$ cat config.mk
export PLATFORM = sky130hd
export DESIGN_NAME = clk_div_multi
export DESIGN_NICKNAME = d
export VERILOG_FILES = /design/src/rtl/clk_div_pkg.sv /design/src/rtl/clk_div_chan.sv /design/src/rtl/clk_div_multi.sv
export SDC_FILE = /design/constraint.sdc
export NUM_CORES = 1
export LEC_CHECK = 0
export CAP_MARGIN = 20
export CORE_MARGIN = 8
export CORE_UTILIZATION = 47
export CTS_BUF_LIST = sky130_fd_sc_hd__clkbuf_16
export CTS_CLUSTER_SIZE = 24
export DETAILED_ROUTE_END_ITERATION = 7
export PLACE_DENSITY = 0.69
export SYNTH_ARGS = -nofsm -noshare
export SYNTH_HDL_FRONTEND = slang
export SYNTH_HIERARCHICAL = 1
export SYNTH_SLANG_ARGS = --single-unit
$ cat constraint.sdc
create_clock -name clk -period 5.4 [get_ports clk]
set_input_delay 1.08 -clock clk [delete_from_list [all_inputs] [get_ports clk]]
set_output_delay 1.08 -clock clk [all_outputs]
set_load 0.05 [all_outputs]
$ cat src/rtl/clk_div_pkg.sv
// Shared definitions for the multi-channel clock-enable divider.
// - DEF_PERIOD_C / DEF_HIGH_C: power-up period and high count (1 Hz tick,
//   50 % duty from a 50 MHz system clock).
// - ch_w(): width of the configuration channel-select field.
package clk_div_pkg;

    localparam int unsigned DEF_PERIOD_C = 49_999_999;
    localparam int unsigned DEF_HIGH_C   = 25_000_000;

    // One bit wider than a bare index so that an out-of-range channel number
    // is always representable and can be flagged, even when NCH is a power
    // of two.
    function automatic int ch_w(input int nch);
        return $clog2(nch) + 1;
    endfunction

endpackage

$ cat src/rtl/clk_div_chan.sv
// One programmable clock-enable channel.
// Ports:
//   clk, rst_n       system clock, synchronous active-low reset
//   en               run enable; low holds the channel idle at count 0
//   sync             restart at count 0 without emitting a tick
//   wr               configuration write aimed at this channel
//   wr_per, wr_high  new period (cycles-1) and high count for the shadow
//   tick             1-cycle pulse every (period+1) cycles
//   lvl              duty level, high while count < high count
//   pending          shadow written but not yet copied to the active set
module clk_div_chan #(
    parameter int          W          = 28,
    parameter int unsigned DEF_PERIOD = 49_999_999,
    parameter int unsigned DEF_HIGH   = 25_000_000
) (
    input  logic         clk,
    input  logic         rst_n,
    input  logic         en,
    input  logic         sync,
    input  logic         wr,
    input  logic [W-1:0] wr_per,
    input  logic [W-1:0] wr_high,
    output logic         tick,
    output logic         lvl,
    output logic         pending
);

    typedef struct packed {
        logic [W-1:0] per;
        logic [W-1:0] high;
    } chan_cfg_t;

    localparam chan_cfg_t DEF_CFG = '{per: W'(DEF_PERIOD), high: W'(DEF_HIGH)};

    chan_cfg_t    act_reg, act_next;
    chan_cfg_t    shd_reg, shd_next;
    logic [W-1:0] cnt_reg, cnt_next;
    logic         tick_reg, tick_next;
    logic         lvl_reg, lvl_next;
    logic         pend_reg, pend_next;
    logic         wrap;
    logic         load;

    always_comb begin
        // >= rather than == so a count left above a freshly shortened period
        // (or corrupted) still wraps on the next edge.
        wrap = (cnt_reg >= act_reg.per);
        // Every restart point is a safe place to swap configurations.
        load = !en || sync || wrap;

        // The active set always takes the shadow as it stood before this
        // edge; a write landing on the same edge stays queued in the shadow.
        act_next  = load ? shd_reg : act_reg;
        shd_next  = wr ? '{per: wr_per, high: wr_high} : shd_reg;
        pend_next = wr ? 1'b1 : (load ? 1'b0 : pend_reg);

        cnt_next  = '0;
        tick_next = 1'b0;
        lvl_next  = 1'b0;
        if (!en) begin
            cnt_next = '0;
        end else if (sync) begin
            cnt_next = '0;
        end else if (wrap) begin
            cnt_next  = '0;
            tick_next = 1'b1;
        end else begin
            cnt_next = cnt_reg + W'(1);
        end
        if (en) begin
            lvl_next = (cnt_next < act_next.high);
        end
    end

    always_ff @(posedge clk) begin
        if (!rst_n) begin
            cnt_reg  <= '0;
            act_reg  <= DEF_CFG;
            shd_reg  <= DEF_CFG;
            tick_reg <= 1'b0;
            lvl_reg  <= 1'b0;
            pend_reg <= 1'b0;
        end else begin
            cnt_reg  <= cnt_next;
            act_reg  <= act_next;
            shd_reg  <= shd_next;
            tick_reg <= tick_next;
            lvl_reg  <= lvl_next;
            pend_reg <= pend_next;
        end
    end

    assign tick    = tick_reg;
    assign lvl     = lvl_reg;
    assign pending = pend_reg;

endmodule

$ cat src/rtl/clk_div_multi.sv
// NCH independent programmable clock-enable generators on one system clock.
// Ports:
//   clk, rst_n    system clock, synchronous active-low reset
//   en_i          per-channel run enable
//   sync_i        restart every channel at count 0
//   wr_en_i       configuration write strobe
//   wr_ch_i       channel index for the write
//   wr_period_i   new period (cycles-1)
//   wr_high_i     new high count
//   tick_o        per-channel 1-cycle pulse each period
//   lvl_o         per-channel duty level
//   pending_o     per-channel shadow-written-not-yet-active flag
//   wr_err_o      1-cycle pulse after a write to a nonexistent channel
module clk_div_multi
    import clk_div_pkg::*;
#(
    parameter int          NCH        = 4,
    parameter int          W          = 28,
    parameter int unsigned DEF_PERIOD = DEF_PERIOD_C,
    parameter int unsigned DEF_HIGH   = DEF_HIGH_C
) (
    input  logic                   clk,
    input  logic                   rst_n,
    input  logic [NCH-1:0]         en_i,
    input  logic                   sync_i,
    input  logic                   wr_en_i,
    input  logic [ch_w(NCH)-1:0]   wr_ch_i,
    input  logic [W-1:0]           wr_period_i,
    input  logic [W-1:0]           wr_high_i,
    output logic [NCH-1:0]         tick_o,
    output logic [NCH-1:0]         lvl_o,
    output logic [NCH-1:0]         pending_o,
    output logic                   wr_err_o
);

    localparam int CW = ch_w(NCH);

    logic wr_err_reg;

    always_ff @(posedge clk) begin
        if (!rst_n) begin
            wr_err_reg <= 1'b0;
        end else begin
            wr_err_reg <= wr_en_i && (wr_ch_i >= CW'(NCH));
        end
    end

    assign wr_err_o = wr_err_reg;

    genvar gi;
    generate
        for (gi = 0; gi < NCH; gi++) begin : g_chan
            logic wr_sel;
            // Out-of-range indices match no channel, so a bad write changes nothing.
            assign wr_sel = wr_en_i && (wr_ch_i == CW'(gi));

            clk_div_chan #(
                .W          (W),
                .DEF_PERIOD (DEF_PERIOD),
                .DEF_HIGH   (DEF_HIGH)
            ) u_chan (
                .clk     (clk),
                .rst_n   (rst_n),
                .en      (en_i[gi]),
                .sync    (sync_i),
                .wr      (wr_sel),
                .wr_per  (wr_period_i),
                .wr_high (wr_high_i),
                .tick    (tick_o[gi]),
                .lvl     (lvl_o[gi]),
                .pending (pending_o[gi])
            );
        end
    endgenerate

endmodule

==> results.yml <==
synth:
  synth-seq-cells: 573
  synth-seq-area-share: 0.413
  synth_cell_types: 61
  netlist.area_leader.share: 0.413
  syn_avg_cell_area_um2: 8.87
  synth-edff-count: 0
  synthesis.area_um2: 27800
  async_flop_share: 0
  synth_top_cell_by_area: "dfxtp_1"
  synth_ff_type: "dfxtp_1"
  synthTopCellsByArea: "dfxtp_1, ha_1, mux2i_1"
  yosys_warnings: 6
  syn_inst: 3128
  syn-num-nets: 3419
clock_tree:
  htree_num_levels: 2
  worstSkewPairLatency_ns: 0.63
  post_cts_buffers: 0
  postCtsHoldBufs: 0
  cts_buffer_depth: 3
  cts_buffers: 57
  clock_sinks: 573
  tritoncts: "yes"
  clk_pin_slew_ns: 0.06
  cts-root-buf: "clkbuf_16"
  cts_resized: 0
power:
  leakage_nw: 12.0
  power_density_nw_per_um2: 299
  seq_power_share: 0.473
  comb_power_share: 0.070
  netSwitchingPower_mw: 2.19
  ir_drop_mv: 0.238
  swShare: 0.237
  clkPwrFrac: 0.458
  p_int_mw: 7.03
flow_run:
  cap_violations: 0
critical_path:
  endpoint: "g_chan[3].u_chan/lvl$_SDFF_PN0_"
  rrSetupSlack_ns: 0.82
  crit_start: "g_chan[3].u_chan/cnt_reg[23]$_SDFF_PN0_"
  ff2ff_path_depth: 15
  cp_common_cell: "nand4_1"
  critPathSlowestCell: "nor4_1"
  worstPathMaxFanout: 31
  crit_type: "register to register"
  timing.rr.start: "g_chan[3].u_chan/cnt_reg[23]$_SDFF_PN0_"
  cpPeakStageDelay_ns: 0.51
  r2r_end: "g_chan[3].u_chan/lvl$_SDFF_PN0_"
  cp-end-kind: "register"
  crit_chain: "ha_1 -> nand4_1 -> nor4_1 -> nand4_1 -> a31oi_4 -> buf_4 -> o21ai_0 -> and2_1 -> ha_1 -> nand4_1 -> nor4_1 -> nand2_1 -> o221ai_1 -> a221o_1 -> a31oi_1"
  crit_required_ns: 5.90
  startpoint_type: "register"
  arrival_ns: 5.08
final_layout:
  fin_util: 0.526
  fin_cells: 3936
  nNetsFinal: 3407
  area_growth_syn_to_layout_pct: 11.2
  antennaDiodeCount: 0
  drive_gt1_frac: 0.0585
sta:
  post-route-period-util: 0.847
  maxSlewHeadroom: 0.308
  final.setup.tns_ns: 0
  layout_setup_ws_ns: 0.824
  period_minus_slack_ns: 4.58
  rsz0062_at_grt: "no"
  worst_pin_slew_ns: 1.04
  hold_slack_ns: 0.461
  finalSetupViolations: 0
  drv_slew: 0
  skew_ns: 0.0242
  fmax_ghz: 0.219
  hold_violations: 0
die:
  num_rows: 89
  start_util: 0.473
  die_x_um: 259
  ios: 80
  die_h_um: 259
  die_area_um2: 67100
  core_um2: 58700
place:
  portBuffers: 79
  dp.cells: 3830
  place.gp.congestion: 0.878
  dp_hpwl_um: 53000
  pre_cts_slack_ns: 0.555
global_routing:
  groute.usage.overall: 0.222
  first_global_vias: 20903
  grt-ovfl-total: 0
  grt_antenna_before_repair: 3
  grt_pass1_wl_um: 119000
  grt_max_degree: 76
routing:
  drc: 0
  vias: 22214
  drt_iter0_markers: 1786
  ant_nets: 0
  drt_wl_total_um: 76300
  wl_per_cell_um: 19.4
  first_pass_iters: 5
  via_per_inst: 5.64
hold_path:
  holdCritPathClass: "register to register"
outcome:
  outcome: "complete, no violations"
## how the worst min path moves through the flow
stage                                                 to  depth (start not counted)                                       from  slack [ns]
2_1_floorplan  g_chan[0].u_chan/shd_reg[11]$_SDFFE_PN1P_                          2  g_chan[0].u_chan/shd_reg[11]$_SDFFE_PN1P_        0.43
3_3_place_gp   g_chan[0].u_chan/shd_reg[33]$_SDFFE_PN1P_                          2  g_chan[0].u_chan/shd_reg[33]$_SDFFE_PN1P_        0.45
3_5_place_dp    g_chan[2].u_chan/shd_reg[6]$_SDFFE_PN1P_                          2   g_chan[2].u_chan/shd_reg[6]$_SDFFE_PN1P_        0.45
4_1_cts           g_chan[0].u_chan/act_reg[8]$_SDFF_PN0_                          2   g_chan[0].u_chan/shd_reg[8]$_SDFFE_PN0P_        0.46
5_1_grt        g_chan[1].u_chan/shd_reg[12]$_SDFFE_PN1P_                          2  g_chan[1].u_chan/shd_reg[12]$_SDFFE_PN1P_        0.48
6_report          g_chan[0].u_chan/act_reg[8]$_SDFF_PN0_                          2   g_chan[0].u_chan/shd_reg[8]$_SDFFE_PN0P_        0.46
## cell usage after synthesis (12+ instances only)
cell and number:
buf_6 19, o211ai_1 73, o21ai_2 20, o21ai_1 26
inv_1 127, nand3_1 250, nand4_1 65, nand2_1 189
buf_2 40, dfxtp_1 573, mux2i_1 224, xnor2_1 39
nor3_1 15, nor2_1 368, nand3_2 12, a21oi_1 166
and3_1 15, buf_1 17, xor2_1 65, o21ai_0 197
and2_1 117, ha_1 224, a21o_1 44, and4_1 14
buf_4 27, clkbuf_1 80
## kinds of logic after synthesis
| family | Yosys count | synth area share |
|---|---|---|
| AND/OR/NAND/NOR | 1094 | 0.191 |
| adder cells (fa/ha/maj) | 224 | 0.101 |
| flip-flops | 573 | 0.413 |
| multiplexers | 224 | 0.0808 |
| buffers and inverters | 319 | 0.0541 |
| AO/OA/AOI/OAI | 590 | 0.128 |
| XOR/XNOR | 104 | 0.0328 |
## area by class of cell
class | count | area [um^2]
fill | 5477 | 27800
sequential | 573 | 11500
timing repair buffer | 117 | 1090
tap | 773 | 967
clock inverter | 47 | 502
inverter | 131 | 492
multi-input combinational | 2236 | 14900
clock buffer | 59 | 1480
## per-stage QoR
step / instance area, um^2 / total power, mW
CTS: 30900 / 9.30
global placement: 28900 / 5.08
global route: 30900 / 9.54
floorplan: 27800 / 4.84
finish: 30900 / 9.22
detailed placement: 28900 / 5.08
## worst max-delay path, delay by kind of cell, from the launching register on
family                     cells  cell delay [ns]
and+or+nand+nor                7             1.97
DFF                            1             0.37
AOI/OAI and AO/OA              5             1.08
adders and majority gates      2             0.65
buffers and inverters          1             0.37
## power groups by stage
| stage | Clock [mW] | Sequential (mW) | Combinational [mW] |
|---|---|---|---|
| final | 4.22 | 4.36 | 0.642 |
| after global routing | 4.48 | 4.36 | 0.696 |
| after CTS | 4.31 | 4.36 | 0.637 |
| after detailed placement | 0 | 4.45 | 0.633 |
| after global placement | 0 | 4.45 | 0.629 |
| after floorplan | 0 | 4.45 | 0.395 |
## placed cells by master, fill, tap and decap left out, drive strengths merged, types with 22 or more instances in the layout
cell / instances
clkdlybuf4s50: 78
ha: 224
inv: 143
xnor2: 39
clkinv: 22
xor2: 65
clkbuf: 60
a21o: 44
nand2: 193
nand4: 65
mux2i: 224
o211ai: 73
a21oi: 166
and2: 119
nand3: 264
buf: 38
o21ai: 243
dfxtp: 573
nor2: 368
## metal layers
layer / track usage / vias up / routed length (um) / share of wire
met5: 0 / - / 8 / 0.00010
met4: 0.0770 / 2 / 2610 / 0.034
met3: 0.0375 / 134 / 4720 / 0.062
li1: - / 10927 / - / -
met1: 0.308 / 10590 / 35200 / 0.46
met2: 0.347 / 561 / 33800 / 0.44
Power figures use the tool's default switching activity.
